==> src/rtl/io_oe_guard_if.sv <==
// Bus between the user top and the output-enable guard: user-side
// enables/data and clear in, fault status and LED out.
interface io_oe_guard_if #(
    parameter int unsigned IO_W  = 8,
    parameter int unsigned CNT_W = 16
);
    localparam int unsigned PIN_W = (IO_W > 1) ? $clog2(IO_W) : 1;

    logic             clr_i;
    logic [IO_W-1:0]  uio_oe;
    logic [IO_W-1:0]  uio_out;
    logic             error_o;
    logic [PIN_W-1:0] err_pin_o;
    logic [IO_W-1:0]  err_data_o;
    logic [CNT_W-1:0] err_cnt_o;
    logic             led_o;

    modport master (
        output clr_i, uio_oe, uio_out,
        input  error_o, err_pin_o, err_data_o, err_cnt_o, led_o
    );

    modport slave (
        input  clr_i, uio_oe, uio_out,
        output error_o, err_pin_o, err_data_o, err_cnt_o, led_o
    );
endinterface

==> src/rtl/io_oe_guard.sv <==
// Output-enable guard: compares the user top's uio_oe against a declared
// direction mask, debounces violations, latches a sticky fault with the
// lowest offending pin and data snapshot, counts violating cycles and
// blinks a fault LED.
module io_oe_guard #(
    parameter int unsigned     IO_W       = 8,
    parameter logic [IO_W-1:0] EXPECT_OE  = '0,
    parameter bit              STRICT     = 1'b1,
    parameter int unsigned     FILTER_LEN = 2,
    parameter int unsigned     CNT_W      = 16,
    parameter int unsigned     BLINK_DIV  = 50_000_000
) (
    input  logic         clk,
    input  logic         nreset,
    io_oe_guard_if.slave bus
);
    localparam int unsigned PIN_W      = (IO_W > 1) ? $clog2(IO_W) : 1;
    localparam int unsigned FW         = $clog2(FILTER_LEN + 1);
    localparam int unsigned BW         = (BLINK_DIV > 1) ? $clog2(BLINK_DIV) : 1;
    localparam int unsigned BLINK_LAST = (BLINK_DIV > 0) ? BLINK_DIV - 1 : 0;

    typedef enum logic [1:0] {
        IDLE    = 2'd0,
        PENDING = 2'd1,
        FAULT   = 2'd2
    } state_t;

    state_t           state_q, state_d;
    logic [IO_W-1:0]  oe_q, out_q;
    logic [IO_W-1:0]  v;
    logic             viol;
    logic [PIN_W-1:0] first_pin;
    logic [FW-1:0]    fcnt_q, fcnt_d;
    logic [BW-1:0]    bcnt_q, bcnt_d;
    logic             error_q, error_d;
    logic [PIN_W-1:0] pin_q, pin_d;
    logic [IO_W-1:0]  data_q, data_d;
    logic [CNT_W-1:0] cnt_q, cnt_d;
    logic             led_q, led_d;
    logic             enter;

    // Input sampling stage; all checking works on the registered copy.
    always_ff @(posedge clk or negedge nreset) begin
        if (!nreset) begin
            oe_q  <= '0;
            out_q <= '0;
        end else begin
            oe_q  <= bus.uio_oe;
            out_q <= bus.uio_out;
        end
    end

    // Violation vector and lowest offending pin index.
    always_comb begin
        v         = STRICT ? (oe_q ^ EXPECT_OE) : (oe_q & ~EXPECT_OE);
        viol      = |v;
        first_pin = '0;
        for (int i = int'(IO_W) - 1; i >= 0; i--) begin
            if (v[i]) first_pin = PIN_W'(i);
        end
    end

    // Next-state and next-output logic; clear overrides everything.
    always_comb begin
        state_d = state_q;
        fcnt_d  = '0;
        bcnt_d  = bcnt_q;
        error_d = error_q;
        pin_d   = pin_q;
        data_d  = data_q;
        cnt_d   = cnt_q;
        led_d   = led_q;
        enter   = 1'b0;

        if (viol) begin
            fcnt_d = (fcnt_q == FW'(FILTER_LEN)) ? fcnt_q : fcnt_q + 1'b1;
            if (cnt_q != '1) cnt_d = cnt_q + 1'b1;
        end

        case (state_q)
            IDLE: begin
                if (viol) begin
                    if (fcnt_q == FW'(FILTER_LEN - 1)) enter = 1'b1;
                    else                               state_d = PENDING;
                end
            end
            PENDING: begin
                if (!viol)                                 state_d = IDLE;
                else if (fcnt_q == FW'(FILTER_LEN - 1))    enter = 1'b1;
            end
            FAULT: begin
                if (BLINK_DIV == 0) begin
                    led_d = 1'b1;
                end else if (bcnt_q == BW'(BLINK_LAST)) begin
                    bcnt_d = '0;
                    led_d  = ~led_q;
                end else begin
                    bcnt_d = bcnt_q + 1'b1;
                end
            end
            default: state_d = IDLE;
        endcase

        if (enter) begin
            state_d = FAULT;
            error_d = 1'b1;
            pin_d   = first_pin;
            data_d  = out_q;
            bcnt_d  = '0;
            led_d   = 1'b1;
        end

        if (bus.clr_i) begin
            state_d = IDLE;
            fcnt_d  = '0;
            bcnt_d  = '0;
            error_d = 1'b0;
            pin_d   = '0;
            data_d  = '0;
            cnt_d   = '0;
            led_d   = 1'b0;
        end
    end

    // State and output registers.
    always_ff @(posedge clk or negedge nreset) begin
        if (!nreset) begin
            state_q <= IDLE;
            fcnt_q  <= '0;
            bcnt_q  <= '0;
            error_q <= 1'b0;
            pin_q   <= '0;
            data_q  <= '0;
            cnt_q   <= '0;
            led_q   <= 1'b0;
        end else begin
            state_q <= state_d;
            fcnt_q  <= fcnt_d;
            bcnt_q  <= bcnt_d;
            error_q <= error_d;
            pin_q   <= pin_d;
            data_q  <= data_d;
            cnt_q   <= cnt_d;
            led_q   <= led_d;
        end
    end

    assign bus.error_o    = error_q;
    assign bus.err_pin_o  = pin_q;
    assign bus.err_data_o = data_q;
    assign bus.err_cnt_o  = cnt_q;
    assign bus.led_o      = led_q;
endmodule

==> src/flat_wrapper.sv <==
// flat-port wrapper written by rule: the top's interface ports become plain ports
module io_oe_guard_flat 
#(
    parameter int unsigned     IO_W       = 8,
    parameter logic [IO_W-1:0] EXPECT_OE  = '0,
    parameter bit              STRICT     = 1'b1,
    parameter int unsigned     FILTER_LEN = 2,
    parameter int unsigned     CNT_W      = 16,
    parameter int unsigned     BLINK_DIV  = 50_000_000
)
  (clk, nreset, bus_clr_i, bus_uio_oe, bus_uio_out, bus_error_o, bus_err_pin_o, bus_err_data_o, bus_err_cnt_o, bus_led_o);
  io_oe_guard_if #(.IO_W(IO_W), .CNT_W(CNT_W)) bus_i ();
  input  logic clk;
  input  logic nreset;
  input wire logic [$bits(bus_i.clr_i)-1:0] bus_clr_i;
  input wire logic [$bits(bus_i.uio_oe)-1:0] bus_uio_oe;
  input wire logic [$bits(bus_i.uio_out)-1:0] bus_uio_out;
  output wire logic [$bits(bus_i.error_o)-1:0] bus_error_o;
  output wire logic [$bits(bus_i.err_pin_o)-1:0] bus_err_pin_o;
  output wire logic [$bits(bus_i.err_data_o)-1:0] bus_err_data_o;
  output wire logic [$bits(bus_i.err_cnt_o)-1:0] bus_err_cnt_o;
  output wire logic [$bits(bus_i.led_o)-1:0] bus_led_o;
  assign bus_i.clr_i = bus_clr_i;
  assign bus_i.uio_oe = bus_uio_oe;
  assign bus_i.uio_out = bus_uio_out;
  assign bus_error_o = bus_i.error_o;
  assign bus_err_pin_o = bus_i.err_pin_o;
  assign bus_err_data_o = bus_i.err_data_o;
  assign bus_err_cnt_o = bus_i.err_cnt_o;
  assign bus_led_o = bus_i.led_o;
  io_oe_guard #(.IO_W(IO_W), .EXPECT_OE(EXPECT_OE), .STRICT(STRICT), .FILTER_LEN(FILTER_LEN), .CNT_W(CNT_W), .BLINK_DIV(BLINK_DIV)) u_core (.clk(clk), .nreset(nreset), .bus(bus_i));
endmodule
==> config.mk <==
export PLATFORM = sky130hd
export DESIGN_NAME = io_oe_guard_flat
export DESIGN_NICKNAME = d
export VERILOG_FILES = /design/src/rtl/io_oe_guard_if.sv /design/src/rtl/io_oe_guard.sv /design/src/flat_wrapper.sv
export SDC_FILE = /design/constraint.sdc
export NUM_CORES = 1
export LEC_CHECK = 0
export ABC_CLOCK_PERIOD_IN_PS = 2700
export CORE_MARGIN = 1.5
export CORE_UTILIZATION = 35
export DETAILED_ROUTE_END_ITERATION = 16
export GPL_TIMING_DRIVEN = 0
export PLACE_DENSITY = 0.56
export SLEW_MARGIN = 20
export SYNTH_ARGS = -nofsm -noshare
export SYNTH_HDL_FRONTEND = slang
export SYNTH_SLANG_ARGS = --single-unit
==> constraint.sdc <==
create_clock -name clk -period 2.7 [get_ports clk]
set_input_delay 0.54 -clock clk [delete_from_list [all_inputs] [get_ports clk]]
set_output_delay 0.54 -clock clk [all_outputs]
set_load 0.03 [all_outputs]
==> results.txt <==
Number of I/O pins - 48
First-pass GRT wire length - 13500 um
Cell variety after synth - 52
Critical path class - flop to flop
Total CTS buffers - 9
Slew headroom - 53.1%
Synth warn - 0
Clock sink count - 75
Crit path DAT - 2730 ps
Leakage - 1.68 nW
HPWL Detailed - 5440 um
Placed inst area - 4190 sq um
Syn Area/Cell - 10.0 sq um
Clock Pin Slew Worst Setup and Hold Paths - 80 ps
DR iter-0 viols - 115
Layout Skew - 10.7 ps
Clock buffer depth - 2
Pint - 1.87 mW
Root Buffer - clkbuf_8
Dominant synthesized flop cell - dfrtp_1
Worst Max-Slew Pin Slew - 701 ps
Htree depth - 3
Die X - 103 um
Vias - 2753
Gpl congestion - 0.802
Most area-consuming cells after synthesis - dfrtp_1 53%, xnor2_1 7.0%, nor2_1 4.9%, a21oi_1 4.4%, nand2_1 3.5%
Status - finished clean
Die area - 10700 sq um
Reg2reg end - u_core.bus.err_cnt_o[7]$_DFFE_PN0P_
Critical-path top delay cell - or4_1
Initial Util - 36.0%
R2R depth - 6
Hold/Removal Path Class - primary input to async pin
CP delay by family, top - simple AND/OR/NAND/NOR gates
CP Launch Type - flop
Period utilization - 91.7%
RSZ-0062 raised after global routing - false
Count of pins over their slew limit - 0
N_diodes - 0
Number of post-CTS setup repair buffers - 0
Fmax - 0.404 GHz
Core Box Area - 9770 sq um
Largest net degree at the start of global routing - 52
CTS tree - built
Net count after synthesis - 375
Top Layer Used - met4
Drt first pass iters - 4
Port Buf Inserts - 47
Async set-reset flop share out of synthesis - 100%
Post-synth EDFFs - 0
CP Cell Sequence - or4_1, clkbuf_1, nor2_1, a21oi_1, nand4_1, mux2_2
M1 WL - 3650 um
Area leader, netlist - dfrtp_1
Nets - 434
Total congestion overflow - 0
Clk network pwr share - 31.5%
Final setup vio count - 0
Post-synth top area share - 53.3%
Max VDD drop - 290 uV
Routed len/inst - 14.2 um
DR WL met3 - 390 um
Synth top cells by count - 75 x dfrtp_1, 46 x nor2_1, 33 x nand2_1
Vias in the first global route - 2706
Reg2reg start - u_core.oe_q[4]$_DFF_PN0_
Share of cells above drive strength 1 - 9.38%
Sw frac - 33.0%
Via density - 5.01
Hold buffers post-CTS - 0
Worst Setup End Kind - flop
Metal2 WL - 3710 um
Fin. Hold Viols - 0
P_sw - 0.924 mW
Min Tclk post-route - 2480 ps
Reg power frac - 45.2%
CP bufs+invs - 1
Row Count - 36
Mapped Area - 3520 sq um
Synthesized instance count - 352
Final setup TNS - 0 ps
Max Cap Viol - 0
Final cell area excluding filler cells - 4390 sq um
Worst Path Required - 2950 ps
Die Span Y - 103 um
Max FO, Critical Path - 9
Cell with the most instances after synthesis - dfrtp_1
Total track usage - 16.6%
Antenna violations before repair - 0
Comb power frac - 23.3%
R2R Setup Slk - 220 ps
Largest stage delay on the critical path - 530 ps
#FFs+latches synth - 75
DRT Wirelength - 7790 um
Antenna viol nets, final - 0
Drt drc - 0
Clock Latency Late Sink - 360 ps
Layout area overhead - 24.5%
Post-synthesis sequential area ratio - 53.3%
Cell Pwr Density - 637 nW/um^2
registers in the layout, indices dropped and copies added, names as in the netlist:
signal                 cells
u_core.fcnt_q              2
u_core.state_q             2
u_core.bus.err_pin_o       3
u_core.out_q               8
u_core.bus.led_o           1
u_core.bus.error_o         1
u_core.oe_q                8
u_core.bcnt_q             26
u_core.bus.err_cnt_o      16
u_core.bus.err_data_o      8
power groups by stage:
stage | logic [mW] | registers (mW) | clock network [mW]
global route | 0.722 | 1.28 | 0.968
floorplan | 0.311 | 1.37 | 0
finish | 0.650 | 1.26 | 0.882
global placement | 0.645 | 1.29 | 0
CTS | 0.658 | 1.27 | 0.922
detailed placement | 0.654 | 1.29 | 0
metal layers:
metal / track usage [%] / vias up
li1: - / 1364
met1: 22.2 / 1326
met2: 25.8 / 56
met3: 6.65 / 7
met4: 3.43 / 0
met5: 0 / -
stage by stage:
step           utilization, %  power [mW]  cells  hold WS, ps  worst slack, ps
6_report                 44.9        2.80    549         82.9              224
5_1_grt                  44.9        2.97    549         92.4             76.1
4_1_cts                  44.9        2.85    549         80.7              121
3_5_place_dp             42.8        1.94    533          449              155
3_3_place_gp             42.6        1.93    532          435            -1590
2_1_floorplan               -        1.68    352          244              479
worst max-delay path by stage:
stage / startpoint / endpoint / slack (ps) / depth (start not counted)
after detailed placement: u_core.oe_q[4]$_DFF_PN0_ / u_core.bcnt_q[10]$_DFFE_PN0P_ / 160 / 8
after global placement: nreset / u_core.out_q[5]$_DFF_PN0_ / -1590 / 1
after CTS: u_core.oe_q[4]$_DFF_PN0_ / u_core.bcnt_q[10]$_DFFE_PN0P_ / 120 / 8
final: u_core.oe_q[4]$_DFF_PN0_ / u_core.bus.err_cnt_o[7]$_DFFE_PN0P_ / 220 / 6
after floorplan: u_core.bcnt_q[0]$_DFFE_PN0P_ / u_core.bcnt_q[24]$_DFFE_PN0P_ / 480 / 6
after global routing: u_core.oe_q[4]$_DFF_PN0_ / u_core.bus.err_cnt_o[7]$_DFFE_PN0P_ / 80 / 6
cells by family after synthesis:
group           Yosys count  synth area share (%)
simple gates            149                  21.8
flops                    75                  53.3
compound gates           65                  11.8
xor+xnor                 32                  7.95
buf+inv                  24                  2.77
fa+ha+maj                 4                  1.42
mux                       3                 0.923
cell usage in the layout (no fill, tap or decap), types with 2 or more instances in the layout:
master,netlist,final
a2111oi_0,5,5
a2111oi_2,2,2
a211oi_1,6,6
a21oi_1,31,31
and3_1,3,3
and4_1,2,2
buf_2,6,6
clkbuf_1,12,13
clkbuf_8,0,9
clkdlybuf4s50_1,0,46
clkinvlp_4,0,2
dfrtp_1,75,75
ha_1,4,4
inv_1,6,6
inv_6,0,3
mux2_2,2,2
nand2_1,33,33
nand2b_1,2,2
nand3_1,12,12
nand3b_1,2,2
nand4_1,11,11
nor2_1,46,46
nor2b_1,4,4
nor3_1,8,8
nor4_1,4,4
nor4b_1,2,2
o21ai_0,6,6
o21ai_1,4,3
or3_1,3,3
or4_1,4,4
or4_4,2,2
xnor2_1,28,28
xor2_1,4,4
timing repair:
| action | in CTS | in global routing |
|---|---|---|
| setup endpoints to repair | 0 | 3 |
| endpoints found under the hold margin | 0 | 0 |
| resized for setup | 0 | 1 |
cell type report:
type / instances / area (sq um)
Buffer: 18 / 75.1
Clock inverter: 6 / 71.3
Fill cell: 969 / 5390
Timing Repair Buffer: 48 / 495
Inverter: 6 / 22.5
Sequential cell: 75 / 1880
Tap cell: 133 / 166
Multi-Input combinational cell: 253 / 1550
Clock buffer: 10 / 128
No activity file was read; power rests on OpenSTA's default activity.
